### config.mk
export PLATFORM = sky130hd
export DESIGN_NAME = keypad_scanner
export DESIGN_NICKNAME = d
export VERILOG_FILES = /design/src/rtl/keypad_scanner.sv
export SDC_FILE = /design/constraint.sdc
export NUM_CORES = 1
export LEC_CHECK = 0
export BUFFER_PORTS_ARGS = -buffer_cell sky130_fd_sc_hd__buf_2
export CAP_MARGIN = 20
export CELL_PAD_IN_SITES_DETAIL_PLACEMENT = 1
export CELL_PAD_IN_SITES_GLOBAL_PLACEMENT = 1
export CORE_AREA = 2 2 63 65
export CTS_CLUSTER_DIAMETER = 80
export DETAILED_ROUTE_END_ITERATION = 12
export DIE_AREA = 0 0 65 67
export GPL_TIMING_DRIVEN = 1
export PLACE_DENSITY_LB_ADDON = 0.1
export SLEW_MARGIN = 30
export SYNTH_ARGS = -nofsm -noshare
export SYNTH_HDL_FRONTEND = slang
export SYNTH_SLANG_ARGS = --single-unit
### constraint.sdc
create_clock -name clk -period 2.2 [get_ports clk]
set_clock_uncertainty 0.05 [all_clocks]
set_input_delay 0.44 -clock clk [delete_from_list [all_inputs] [get_ports clk]]
set_output_delay 0.44 -clock clk [all_outputs]
set_load 0.03 [all_outputs]
### src/rtl/keypad_scanner.sv
// 4x3 matrix keypad scanner: column drive, 2-flop row synchroniser, press and
// release debounce, one key_valid strobe per accepted press.
`timescale 1ns/1ps
module keypad_scanner #(
   parameter int SCAN_DIV     = 4,
   parameter int DEBOUNCE_CNT = 3
) (
   input  logic       clk,
   input  logic       rst,
   input  logic       enable,
   input  logic [3:0] row_n,
   output logic [2:0] col_n,
   output logic [3:0] key_code,
   output logic       key_valid,
   output logic       key_busy
);

   localparam int DW = (SCAN_DIV > 1) ? $clog2(SCAN_DIV) : 1;
   localparam int CW = $clog2(DEBOUNCE_CNT + 1);
   localparam logic [DW-1:0] DIV_LAST = DW'(SCAN_DIV - 1);
   localparam logic [CW-1:0] CNT_DONE = CW'(DEBOUNCE_CNT);
   localparam logic [CW-1:0] CNT_ONE  = CW'(1);

   typedef enum logic [1:0] {S_SCAN, S_DEBOUNCE, S_HELD, S_RELEASE} state_t;

   state_t        r_state;
   logic [3:0]    r_rs1, r_rs2, r_row;
   logic [DW-1:0] r_div;
   logic [1:0]    r_col;
   logic [CW-1:0] r_cnt;
   logic [2:0]    r_col_n;
   logic [3:0]    r_key_code;
   logic          r_key_valid, r_key_busy;

   logic          w_sample, w_single, w_idle;
   logic [1:0]    w_col_nxt, w_row_idx;
   logic [2:0]    w_col_n_nxt;
   logic [3:0]    w_code;
   logic [CW-1:0] w_cnt_inc;

   always_comb begin
      w_sample  = (r_div == DIV_LAST);
      w_idle    = (r_rs2 == 4'b1111);
      w_cnt_inc = r_cnt + 1'b1;
      w_col_nxt = (r_col == 2'd2) ? 2'd0 : r_col + 2'd1;
      unique case (r_rs2)
         4'b1110, 4'b1101, 4'b1011, 4'b0111: w_single = 1'b1;
         default:                            w_single = 1'b0;
      endcase
      case (w_col_nxt)
         2'd0:    w_col_n_nxt = 3'b110;
         2'd1:    w_col_n_nxt = 3'b101;
         default: w_col_n_nxt = 3'b011;
      endcase
      case (r_row)
         4'b1110: w_row_idx = 2'd0;
         4'b1101: w_row_idx = 2'd1;
         4'b1011: w_row_idx = 2'd2;
         default: w_row_idx = 2'd3;
      endcase
      // Bottom row (* 0 #) breaks the row*3+col+1 numbering of the digit rows
      if (w_row_idx == 2'd3) begin
         case (r_col)
            2'd0:    w_code = 4'b1010;
            2'd1:    w_code = 4'b0000;
            default: w_code = 4'b1011;
         endcase
      end else begin
         w_code = ({2'b00, w_row_idx} * 4'd3) + {2'b00, r_col} + 4'd1;
      end
   end

   always_ff @(posedge clk) begin
      if (rst) begin
         r_state     <= S_SCAN;
         r_rs1       <= 4'b1111;
         r_rs2       <= 4'b1111;
         r_row       <= 4'b1111;
         r_div       <= '0;
         r_col       <= 2'd0;
         r_cnt       <= '0;
         r_col_n     <= 3'b110;
         r_key_code  <= 4'b0000;
         r_key_valid <= 1'b0;
         r_key_busy  <= 1'b0;
      end else begin
         r_rs1       <= row_n;
         r_rs2       <= r_rs1;
         r_key_valid <= 1'b0;
         r_div       <= w_sample ? '0 : r_div + 1'b1;
         if (w_sample) begin
            case (r_state)
               S_SCAN: begin
                  if (enable && w_single) begin
                     r_row      <= r_rs2;
                     r_cnt      <= CNT_ONE;
                     r_state    <= S_DEBOUNCE;
                     r_key_busy <= 1'b1;
                  end else begin
                     r_col   <= w_col_nxt;
                     r_col_n <= w_col_n_nxt;
                  end
               end
               S_DEBOUNCE: begin
                  if (r_rs2 == r_row) begin
                     if (w_cnt_inc == CNT_DONE) begin
                        r_key_code  <= w_code;
                        r_key_valid <= 1'b1;
                        r_cnt       <= '0;
                        r_state     <= S_HELD;
                     end else begin
                        r_cnt <= w_cnt_inc;
                     end
                  end else begin
                     r_cnt      <= '0;
                     r_state    <= S_SCAN;
                     r_key_busy <= 1'b0;
                     r_col      <= w_col_nxt;
                     r_col_n    <= w_col_n_nxt;
                  end
               end
               S_HELD: begin
                  if (w_idle) begin
                     r_cnt   <= CNT_ONE;
                     r_state <= S_RELEASE;
                  end
               end
               S_RELEASE: begin
                  if (w_idle) begin
                     if (w_cnt_inc == CNT_DONE) begin
                        r_cnt      <= '0;
                        r_state    <= S_SCAN;
                        r_key_busy <= 1'b0;
                        r_col      <= w_col_nxt;
                        r_col_n    <= w_col_n_nxt;
                     end else begin
                        r_cnt <= w_cnt_inc;
                     end
                  end else begin
                     r_cnt   <= '0;
                     r_state <= S_HELD;
                  end
               end
            endcase
         end
      end
   end

   assign col_n     = r_col_n;
   assign key_code  = r_key_code;
   assign key_valid = r_key_valid;
   assign key_busy  = r_key_busy;

endmodule

---- Word-level counts from Yosys, hierarchy flattened ----
Index checks and enable logic that the tools add are counted.
word-level totals
  bits in registers ....................... 29
  input bits .............................. 7
  output and inout port bits .............. 9
cells by class
  $add $sub $neg .......................... 5
  multipliers ............................. 1
  eq/ne operators ......................... 26
  muxes and demuxes ....................... 34
  bitwise logic cells ..................... 3
  reduce and logical (&&, ||, !) cells .... 14
operator list
  operator                                                               number
  2-bit two-way mux                                                      15
  4-bit equality test, second input constant                             7
  2-bit case mux with 4 select lines                                     2
  2-bit equality test, second input constant                             6
  3-bit two-way mux                                                      4
  2-bit inequality test, second input constant                           6
  2-bit case mux with 3 select lines                                     2
  6-bit AND reduction                                                    2
  3-bit case mux with 3 select lines                                     1
  4-bit case mux with 2 select lines                                     1
  4-bit OR reduction                                                     2
  2-bit by 1-bit adder with 2-bit output, second input constant          3
  2-bit by 1-bit equality test with 1-bit output, second input constant  3
  2-bit logical NOT                                                      3
  1-bit two-way mux                                                      6
  3-bit inequality test, second input constant                           2
  3-bit case mux with 2 select lines                                     1
  3-bit AND reduction                                                    2
  5-bit AND reduction                                                    1
  4-bit by 1-bit adder with 4-bit output, second input constant          1
  4-bit by 2-bit adder with 4-bit output                                 1
  4-bit by 3-bit equality test with 1-bit output, second input constant  1
  4-bit equality test                                                    1
  2-bit by 2-bit multiplier with 4-bit output, second input constant     1
  other kinds (7)                                                        9

---- Logic depth before layout (Yosys ltp) ----
Gate-level depths: netlist of run 1.
  depth after elaboration ................. 7
  depth in mapped cells ................... 9
  mapped depth without buffers ............ 9

---- Worst setup path before layout of run 1 ----
OpenSTA, ideal clock, no wires.
  path type ............................... register to register
  from .................................... reg r_row[2]
  to ...................................... reg r_key_code[1], in the netlist key_code[1]
  setup time .............................. 0.130 ns
  arrival time ............................ 2.037 ns
  data required time ...................... 2.020 ns
  slack ................................... -0.017 ns
  stages on the path, launching flop included .. 10
  clock period less this slack ............ 2.217 ns
  path through ............................ dfxtp_1 nand4b_1 ha_1 nand2_1 nand2_1 ha_1 fa_1 mux2_1 mux2i_1 nor2_1
between the ends
  word-level cells in the longest chain between the ends .. 6
ends and longest elaborated chain
  element                                      line  source
  start, declared                              27    logic [3:0] r_rs1, r_rs2, r_row;
  start signal, assigned                       95    r_row <= r_rs2;
  4-bit equality test                          55    case (r_row)
  2-bit case mux with 3 select lines           55
  2-bit by 2-bit multiplier with 4-bit output  69    w_code = ({2'b00, w_row_idx} * 4'd3) + {2'b00, r_col} + 4'd1;
  4-bit by 2-bit adder with 4-bit output       69
  4-bit by 1-bit adder with 4-bit output       69
  4-bit two-way mux                            62    if (w_row_idx == 2'd3) begin
  end signal, assigned                         107   r_key_code <= w_code;
  end, declared                                32    logic [3:0] r_key_code;
Parallel ways exist; a longest one is shown, timed or not.
A chain may end at the register's enable or synchronous reset.

---- Final worst setup path of run 1 ----
Ends and elaborated chain as after synthesis.

==> results of run 1 <==
-- flip-flops by register name (all words and copies together) (netlist names) --
register / flops
r_rs1: 4
r_div: 2
r_col: 2
key_busy: 1
r_cnt: 2
r_row: 4
r_state: 2
col_n: 3
key_valid: 1
key_code: 4
r_rs2: 4
-- routing by layer --
metal	global-route usage	up-vias	wire length, um
met1	0.179	545	1470
met5	0	-	0
li1	-	573	-
met2	0.287	14	1550
met4	0.0638	0	21
met3	0.0557	2	86
-- placed cells by master (no fill, tap or decap), types with 3 or more instances in the layout --
| cell type | n |
|---|---|
| ha_4 | 3 |
| nand2_1 | 15 |
| o31ai_1 | 3 |
| nor3_1 | 5 |
| buf_4 | 10 |
| a21oi_1 | 6 |
| inv_1 | 6 |
| buf_2 | 15 |
| mux2i_1 | 4 |
| nand3_1 | 8 |
| o21ai_1 | 3 |
| clkinvlp_4 | 3 |
| xnor2_1 | 4 |
| clkbuf_8 | 5 |
| nand4b_1 | 3 |
| or2_2 | 8 |
| a211oi_2 | 3 |
| dfxtp_1 | 27 |
| nor2_1 | 5 |
| ha_1 | 3 |
-- kinds of logic after synthesis --
family                     share of synthesized area
buffers and inverters                         0.0320
DFF                                            0.424
and+or+nand+nor                                0.204
adders and majority gates                     0.0695
xor gates and xnor gates                      0.0384
muxes                                         0.0375
AOI/OAI and AO/OA                              0.195
-- per-stage QoR --
stage	util	setup WS [ns]	TNS, ns	hold WS, ns	cells
final	0.475	0.0613	0	0.286	220
after global placement	0.426	-0.0272	-0.0272	0.342	209
after detailed placement	0.426	-0.0555	-0.0555	0.348	209
after global routing	0.475	-0.0611	-0.0611	0.262	220
after floorplan	-	0.00321	0	0.339	144
after CTS	0.461	0.0158	0	0.274	219
-- layout make-up --
class / count / share of cell area
multi-input cells: 104 / 0.470
flip-flops and latches: 29 / 0.341
repair buffers: 25 / 0.0877
clock buffers: 5 / 0.0402
well taps: 48 / 0.0351
clock inverters: 3 / 0.0132
inverters: 6 / 0.0132
-- power by group through the flow --
| stage | clock network (W) | logic [W] | registers [W] |
|---|---|---|---|
| 2_1_floorplan | 0 | 0.0000684 | 0.000570 |
| 3_3_place_gp | 0 | 0.0000986 | 0.000566 |
| 3_5_place_dp | 0 | 0.000103 | 0.000567 |
| 4_1_cts | 0.000460 | 0.000105 | 0.000555 |
| 5_1_grt | 0.000494 | 0.000121 | 0.000558 |
| 6_report | 0.000442 | 0.000108 | 0.000555 |
-- worst register-to-register path, delay by kind of cell (launching register included) --
family	cells	cell delay (ns)
adders and majority gates	3	0.83
DFF	1	0.33
muxes	2	0.39
and+or+nand+nor	4	0.43
-- final timing paths --
check | from | endpoint | slack [ns] | depth (start not counted)
worst min-delay path | row_n[3] | r_rs1[3] | 0.29 | 2
worst max register to register | r_row[2] | key_code[1] | 0.06 | 9
worst min register to register | r_rs1[1] | r_rs2[1] | 0.36 | 1
worst max-delay path | r_row[2] | key_code[1] | 0.06 | 9
-- timing repair --
item,in CTS,in global routing
hold buffers,0,0
gates resized for setup,3,9
setup buffers,2,1
pin swaps,2,7
setup endpoints to repair,1,2
==> results.yml, run 1 <==
global_route:
  grt_overflow_total: 0
  grt_pass1_wl_um: 5240
  first_global_vias: 1211
  grt_max_degree: 27
  antenna_found_initial: 0
  grtUsageTotal: 0.163
clock_network:
  clk_pin_slew_ns: 0.07
  cts-htree-levels: 2
  numCtsBuffers: 5
  cts_tree: "built"
  cts.sinks: 29
  clock_path_buffers: 2
  clk_latency_ns: 0.28
  cts_root_buffer: "clkbuf_8"
place:
  routabilityCongestion: 0.754
  dpl.hpwl_um: 2370
  io_buffers: 15
  dpl-instance-area_um2: 1540
synthesis:
  synth_commonest_cells: "dfxtp_1 (29), nand2_1 (17), nand3_1 (8), or2_2 (8)"
  synth_top_area_share: 0.424
  yosys.cell_count.top_type: "dfxtp_1"
  synth.area.top_cells: "dfxtp_1 (42%), ha_1 (5.5%), nand2_1 (4.7%), or2_2 (3.7%), mux2i_1 (2.9%)"
  yosys_warnings: 0
  yosysUniqueCellTypes: 39
  synth_edf_count: 0
  synth_area_leader_cell: "dfxtp_1"
  synth_flop_cell: "dfxtp_1"
  netlist_instances: 144
  synth_async_sr_flop_share: 0
  syn_area_um2: 1370
  syn_area_per_cell_um2: 9.51
  ys_ff_latch: 29
  ys_seq_area_frac: 0.424
  synthesis.nets: 158
detailed_routing:
  drc: 0
  wire_per_inst_um: 14.3
  vias: 1134
  ant_nets: 0
  totalWireLength_um: 3140
  viasPerCell: 5.15
  drtIter0Drc: 23
  dr.pass1.iters: 3
floorplanning:
  die_x_um: 65
  ioPinCount: 16
  die_y_um: 67
  start_util: 0.380
  row_count: 22
  coreArea_um2: 3610
  die_area_um2: 4360
setup_path:
  cp_data_arrival_time_ns: 2.25
  worst_setup_path_end_kind: "flop"
  cp_top_family: "adder cells"
  crit_fanout: 3
  critPathSlowestCell: "fa_1"
  crit_required_ns: 2.31
  path_buf_inv: 0
  crit_chain: "nand4b_1 -> ha_4 -> nand2_4 -> nand2_4 -> ha_4 -> fa_1 -> mux2_4 -> mux2i_1 -> nor2_1"
  start_kind: "flop"
  critical_path_class: "reg -> reg"
  cp_slowest_stage_delay_ns: 0.44
power:
  vdd_ir_drop_max_mv: 0.392
  power_frac_seq: 0.502
  powerDensity_nw_per_um2: 646
  p_int_w: 0.000809
  p_sw_frac: 0.268
  power_leakage_nw: 0.650
  power.total_w: 0.00111
  combPwrFrac: 0.098
  clkPwrFrac: 0.400
  p_sw_w: 0.000296
timing:
  rsz0062_at_grt: "yes"
  hold_viol_final: 0
  setup_violations: 0
  clock.fmax_mhz: 468
  layout_min_cycle_time_ns: 2.14
  worstMarginPinSlew_ns: 0.492
  slew_headroom: 0.670
  finalCritPeriodShare: 0.972
  slew_violations: 0
final_layout:
  finalInstanceArea_um2: 1710
  regArea_um2: 583
  fin_nets: 185
  multi_input_area_um2: 805
  drive_above_1_share: 0.331
  insertedDiodeCount: 0
  fill_cells: 423
  area_growth_pct: 25.0
run:
  cap_viol_max_count: 0
run_status:
  status: "completed"
hold_path:
  hold_path.class: "in -> reg"
Note: power is estimated with default switching activity, not from simulation.
==> run 2: changes to the inputs <==
CAP_MARGIN = 25   (was 20)
CORE_AREA = 2 2 60 68   (was 2 2 63 65)
DIE_AREA = 0 0 62 70   (was 0 0 65 67)
==> run 2 against run 1 <==
Net effect:
- the flow now finishes with violations (negative setup slack)
- critical path depth unchanged
- global-route usage about the same
- sequential power about the same
- clock power increased by 30%
- core utilization decreased by 1.1 points
- via count increased by 1.9%
- total power increased by 12%
- final cell count increased by 1.8%
- critical path type unchanged
- highest routed layer unchanged
==> results.yml, run 2 (synthesis gave the netlist of run 1 again) <==
timing:
  worstMarginPinSlew_ns: 0.505
  setup_violations: 1
  finalCritPeriodShare: 1.01
  setup_ws_ns: -0.0156
  slew_violations: 0
  rsz0062_at_grt: "yes"
  clock.fmax_mhz: 451
  hold_viol_final: 0
  slew_headroom: 0.660
  layout_min_cycle_time_ns: 2.22
final_layout:
  insertedDiodeCount: 0
  drive_above_1_share: 0.320
  final_common_cell: "dfxtp_1"
  area_growth_pct: 27.1
  layout_common_cells: "dfxtp_1 (28), nand2_1 (15), buf_2 (15), buf_4 (10)"
  finalInstanceArea_um2: 1740
  final_cells: 224
  fin_nets: 185
detailed_routing:
  ant_nets: 0
  wire_per_inst_um: 14.3
  drc: 0
  totalWireLength_um: 3210
  viasPerCell: 5.16
  drtIter0Drc: 41
  dr.pass1.iters: 4
  vias: 1155
hold_path:
  hold_path.class: "in -> reg"
floorplanning:
  start_util: 0.365
  die_area_um2: 4340
  ioPinCount: 16
  row_count: 24
  coreArea_um2: 3750
  die_y_um: 70
  die_x_um: 62
place:
  routabilityCongestion: 0.762
  dpl-instance-area_um2: 1540
  io_buffers: 15
  dpl.hpwl_um: 2290
  dp_cells: 212
clock_network:
  numCtsBuffers: 5
  cts.sinks: 29
  cts_hold_repair.buffers: 0
  clock_path_buffers: 2
  cts_root_buffer: "clkbuf_8"
  clk_pin_slew_ns: 0.06
  cts-htree-levels: 2
  clk_latency_ns: 0.27
  cts_tree: "built"
setup_path:
  critical_path_class: "reg -> reg"
  cp_data_arrival_time_ns: 2.31
  crit_fanout: 3
  worst_setup_path_end_kind: "flop"
  start_kind: "flop"
  crit_required_ns: 2.30
power:
  power_leakage_nw: 0.671
  powerDensity_nw_per_um2: 712
  combPwrFrac: 0.089
  p_sw_frac: 0.227
  power_frac_seq: 0.448
  power.total_w: 0.00124
  clkPwrFrac: 0.463
  vdd_ir_drop_max_mv: 0.458
  p_sw_w: 0.000282
  p_int_w: 0.000958
run_status:
  violations: "negative setup slack"
  status: "finished, violations left"
global_route:
  grt_max_degree: 27
  grt_pass1_wl_um: 5270
  grtUsageTotal: 0.163
  antenna_found_initial: 0
  grt_overflow_total: 0
  first_global_vias: 1189
run:
  cap_viol_max_count: 0
==> run 2: area by class of cell <==
cell class                 count  area, um^2
inverter                       6        22.5
clock inverter                 2        37.5
sequential                    29         582
clock buffer                   6        82.6
multi-input combinational    104         801
tap                           52        65.1
timing repair buffer          25         150
fill                         439        2010
==> run 2: through the flow <==
step                hold WS (ns)  worst slack [ns]  TNS (ns)  utilization
global route               0.282            -0.131    -0.186        0.464
detailed placement         0.347            -0.102    -0.102        0.409
CTS                        0.279           -0.0394   -0.0394        0.446
finish                     0.293           -0.0156   -0.0156        0.464
floorplan                  0.339           0.00321         0            -
global placement           0.342           -0.0310   -0.0310        0.409
==> run 2: critical path: stages, from the launching register on <==
cell,delay [ns]
dfxtp_1,0.33
nand4b_1,0.27
ha_4,0.23
nand2_4,0.06
nand2_4,0.06
ha_4,0.16
fa_1,0.46
mux2_4,0.27
mux2i_1,0.13
nor2_1,0.07
==> run 2: path summary, 6_finish.rpt <==
check | from | to | depth (start not counted) | slack [ns]
setup / recovery | r_row[2] | key_code[1] | 9 | -0.02
hold / removal | row_n[1] | r_rs1[1] | 2 | 0.29
setup reg to reg | r_row[2] | key_code[1] | 9 | -0.02
hold reg to reg | r_rs1[2] | r_rs2[2] | 1 | 0.36
==> run 2: routing by layer <==
layer | track usage | share of wire
met1 | 0.195 | 0.45
met2 | 0.262 | 0.51
met3 | 0.0556 | 0.030
met4 | 0.0615 | 0.016
met5 | 0 | 0
==> run 2: timing repair <==
item | in CTS | in global routing
endpoints found under the setup margin | 1 | 2
resized for setup | 3 | 8
setup buffers | 0 | 4
pin swaps | 0 | 5
==> run 2: power by group through the flow <==
| stage | registers, W | logic (W) | clock network [W] |
|---|---|---|---|
| floorplan | 0.000570 | 0.0000684 | 0 |
| global placement | 0.000566 | 0.0000986 | 0 |
| detailed placement | 0.000567 | 0.000102 | 0 |
| CTS | 0.000555 | 0.000103 | 0.000600 |
| global route | 0.000557 | 0.000125 | 0.000613 |
| finish | 0.000555 | 0.000111 | 0.000574 |
==> run 3: changes to the inputs <==
BUFFER_PORTS_ARGS = -buffer_cell sky130_fd_sc_hd__buf_4   (was -buffer_cell sky130_fd_sc_hd__buf_2)
RECOVER_POWER = 25   (was default)
==> run 3 against run 2 <==
Net effect:
- the run now ends clean
- first-iteration DRC count is 17% higher
- final cell count down 0.45%
- clock power fell by 15%
- total power decreased by 7.1%
- global-route usage rose by 0.62 points
- hold slack better by 0.0096 ns
- sequential power about the same
- critical path depth shrank 2
- largest power group is now sequential cells
- worst setup slack improved by 0.039 ns
- combinational power about the same
- final area about the same
==> results.yml, run 3 (synthesis gave the netlist of run 1 again) <==
run_status:
  status: "completed"
hold_path:
  whs_endpoint: "r_rs1[3]"
  hp-start: "row_n[3]"
  hold_path.class: "in -> reg"
  hold_depth: 2
setup_path:
  start_kind: "flop"
  crit_required_ns: 2.31
  cp_data_arrival_time_ns: 2.28
  cp_slowest_stage_delay_ns: 0.42
  reg2reg_depth: 7
  r2r_setup_slack_ns: 0.02
  rr_endpoint: "key_code[1]"
  critPathMostFrequentCell: "ha_4"
  worst_setup_path_end_kind: "flop"
  crit_fanout: 3
  crit_chain: "nand4b_1 -> ha_4 -> ha_4 -> fa_1 -> mux2_4 -> mux2i_1 -> nor2_1"
  reg2reg_from: "r_row[2]"
  critical_path_class: "reg -> reg"
  critPathSlowestCell: "fa_1"
global_route:
  grt_pass1_wl_um: 5540
  grtUsageTotal: 0.170
  grt-busiest-layer: "met2"
  grt_max_degree: 27
  gr-usage-met3: 0.0444
  grt_use_met2: 0.285
  antenna_found_initial: 0
  first_global_vias: 1184
  grtUsageMet1: 0.203
  grt_overflow_total: 0
floorplanning:
  die_area_um2: 4340
  die_x_um: 62
  row_count: 24
  start_util: 0.365
  coreArea_um2: 3750
  ioPinCount: 16
  die_y_um: 70
timing:
  fin_hold_ws_ns: 0.303
  worstMarginPinSlew_ns: 0.517
  clock.fmax_mhz: 459
  setup_violations: 0
  slew_violations: 0
  hold_viol_final: 0
  slew_headroom: 0.652
  rsz0062_at_grt: "yes"
  finalCritPeriodShare: 0.989
  layout_min_cycle_time_ns: 2.18
detailed_routing:
  viasPerCell: 5.12
  dr.pass1.iters: 4
  drc: 0
  ant_nets: 0
  vias: 1142
  wire_per_inst_um: 14.3
  totalWireLength_um: 3190
  drtIter0Drc: 48
place:
  routabilityCongestion: 0.759
  dpl.hpwl_um: 2390
  io_buffers: 15
clock_network:
  cts_root_buffer: "clkbuf_8"
  clk_latency_ns: 0.27
  cts-htree-levels: 2
  numCtsBuffers: 5
  cts.sinks: 29
  clock_path_buffers: 2
  clk_pin_slew_ns: 0.07
  cts_tree: "built"
power:
  powerDensity_nw_per_um2: 662
  power.total_w: 0.00115
  power_leakage_nw: 0.665
  vdd_ir_drop_max_mv: 0.278
final_layout:
  layout_common_cells: "dfxtp_1 (27), buf_4 (23), nand2_1 (15), nand3_1 (8), or2_2 (8)"
  area_growth_pct: 27.1
  insertedDiodeCount: 0
  final_common_cell: "dfxtp_1"
  drive_above_1_share: 0.316
  fin_nets: 184
run:
  cap_viol_max_count: 0
run 3: area by class of cell:
class / instances / area, um^2
Fill cell: 443 / 2010
Clock inverter: 1 / 5.00
Multi-Input combinational cell: 104 / 791
Timing Repair Buffer: 24 / 176
Sequential cell: 29 / 583
Clock buffer: 7 / 96.3
Inverter: 6 / 22.5
Tap cell: 52 / 65.1
run 3: timing repair:
| action | 4_1_cts | 5_1_grt |
|---|---|---|
| pin swaps | 4 | 4 |
| hold buffers | 0 | 0 |
| resized for setup | 8 | 2 |
| endpoints found under the setup margin | 1 | 2 |
| setup buffers | 2 | 0 |
run 3: how the worst max path moves through the flow:
stage,from,to
CTS,r_row[1],key_code[1]
global placement,r_row[2],key_code[1]
floorplan,r_row[2],key_code[1]
finish,r_row[2],key_code[1]
detailed placement,r_row[2],key_code[1]
global route,r_row[2],key_code[1]
run 3: worst max-delay path: cells and delay by family (launching register included):
kind / cells / cell delay, ns
adder cells (fa/ha/maj): 3 / 0.98
flip-flops: 1 / 0.33
multiplexers: 2 / 0.40
AND/OR/NAND/NOR: 2 / 0.29
run 3: per-layer routing:
layer | vias to the layer above | wire [um] | part of all wire
li1 | 570 | - | -
met1 | 552 | 1340 | 0.42
met2 | 14 | 1700 | 0.53
met3 | 6 | 79 | 0.025
met4 | 0 | 60 | 0.019
met5 | - | 0 | 0
run 3: where the power goes:
part	leakage [nW]	internal [W]	switching, W
Sequential	0.236	0.000543	0.0000126
Combinational	0.376	0.0000487	0.0000620
Clock	0.0542	0.000282	0.000204
run 3: per-stage QoR:
stage / std cells / setup TNS, ns / utilization / cell area (um^2) / setup slack (ns)
6_report: 223 / 0 / 0.463 / 1740 / 0.0232
5_1_grt: 223 / -0.0336 / 0.463 / 1740 / -0.0336
4_1_cts: 223 / 0 / 0.464 / 1740 / 0.0121
3_5_place_dp: 213 / -0.0894 / 0.421 / 1580 / -0.0894
3_3_place_gp: 213 / -0.0205 / 0.421 / 1580 / -0.0205
2_1_floorplan: 144 / 0 / - / 1370 / 0.00321
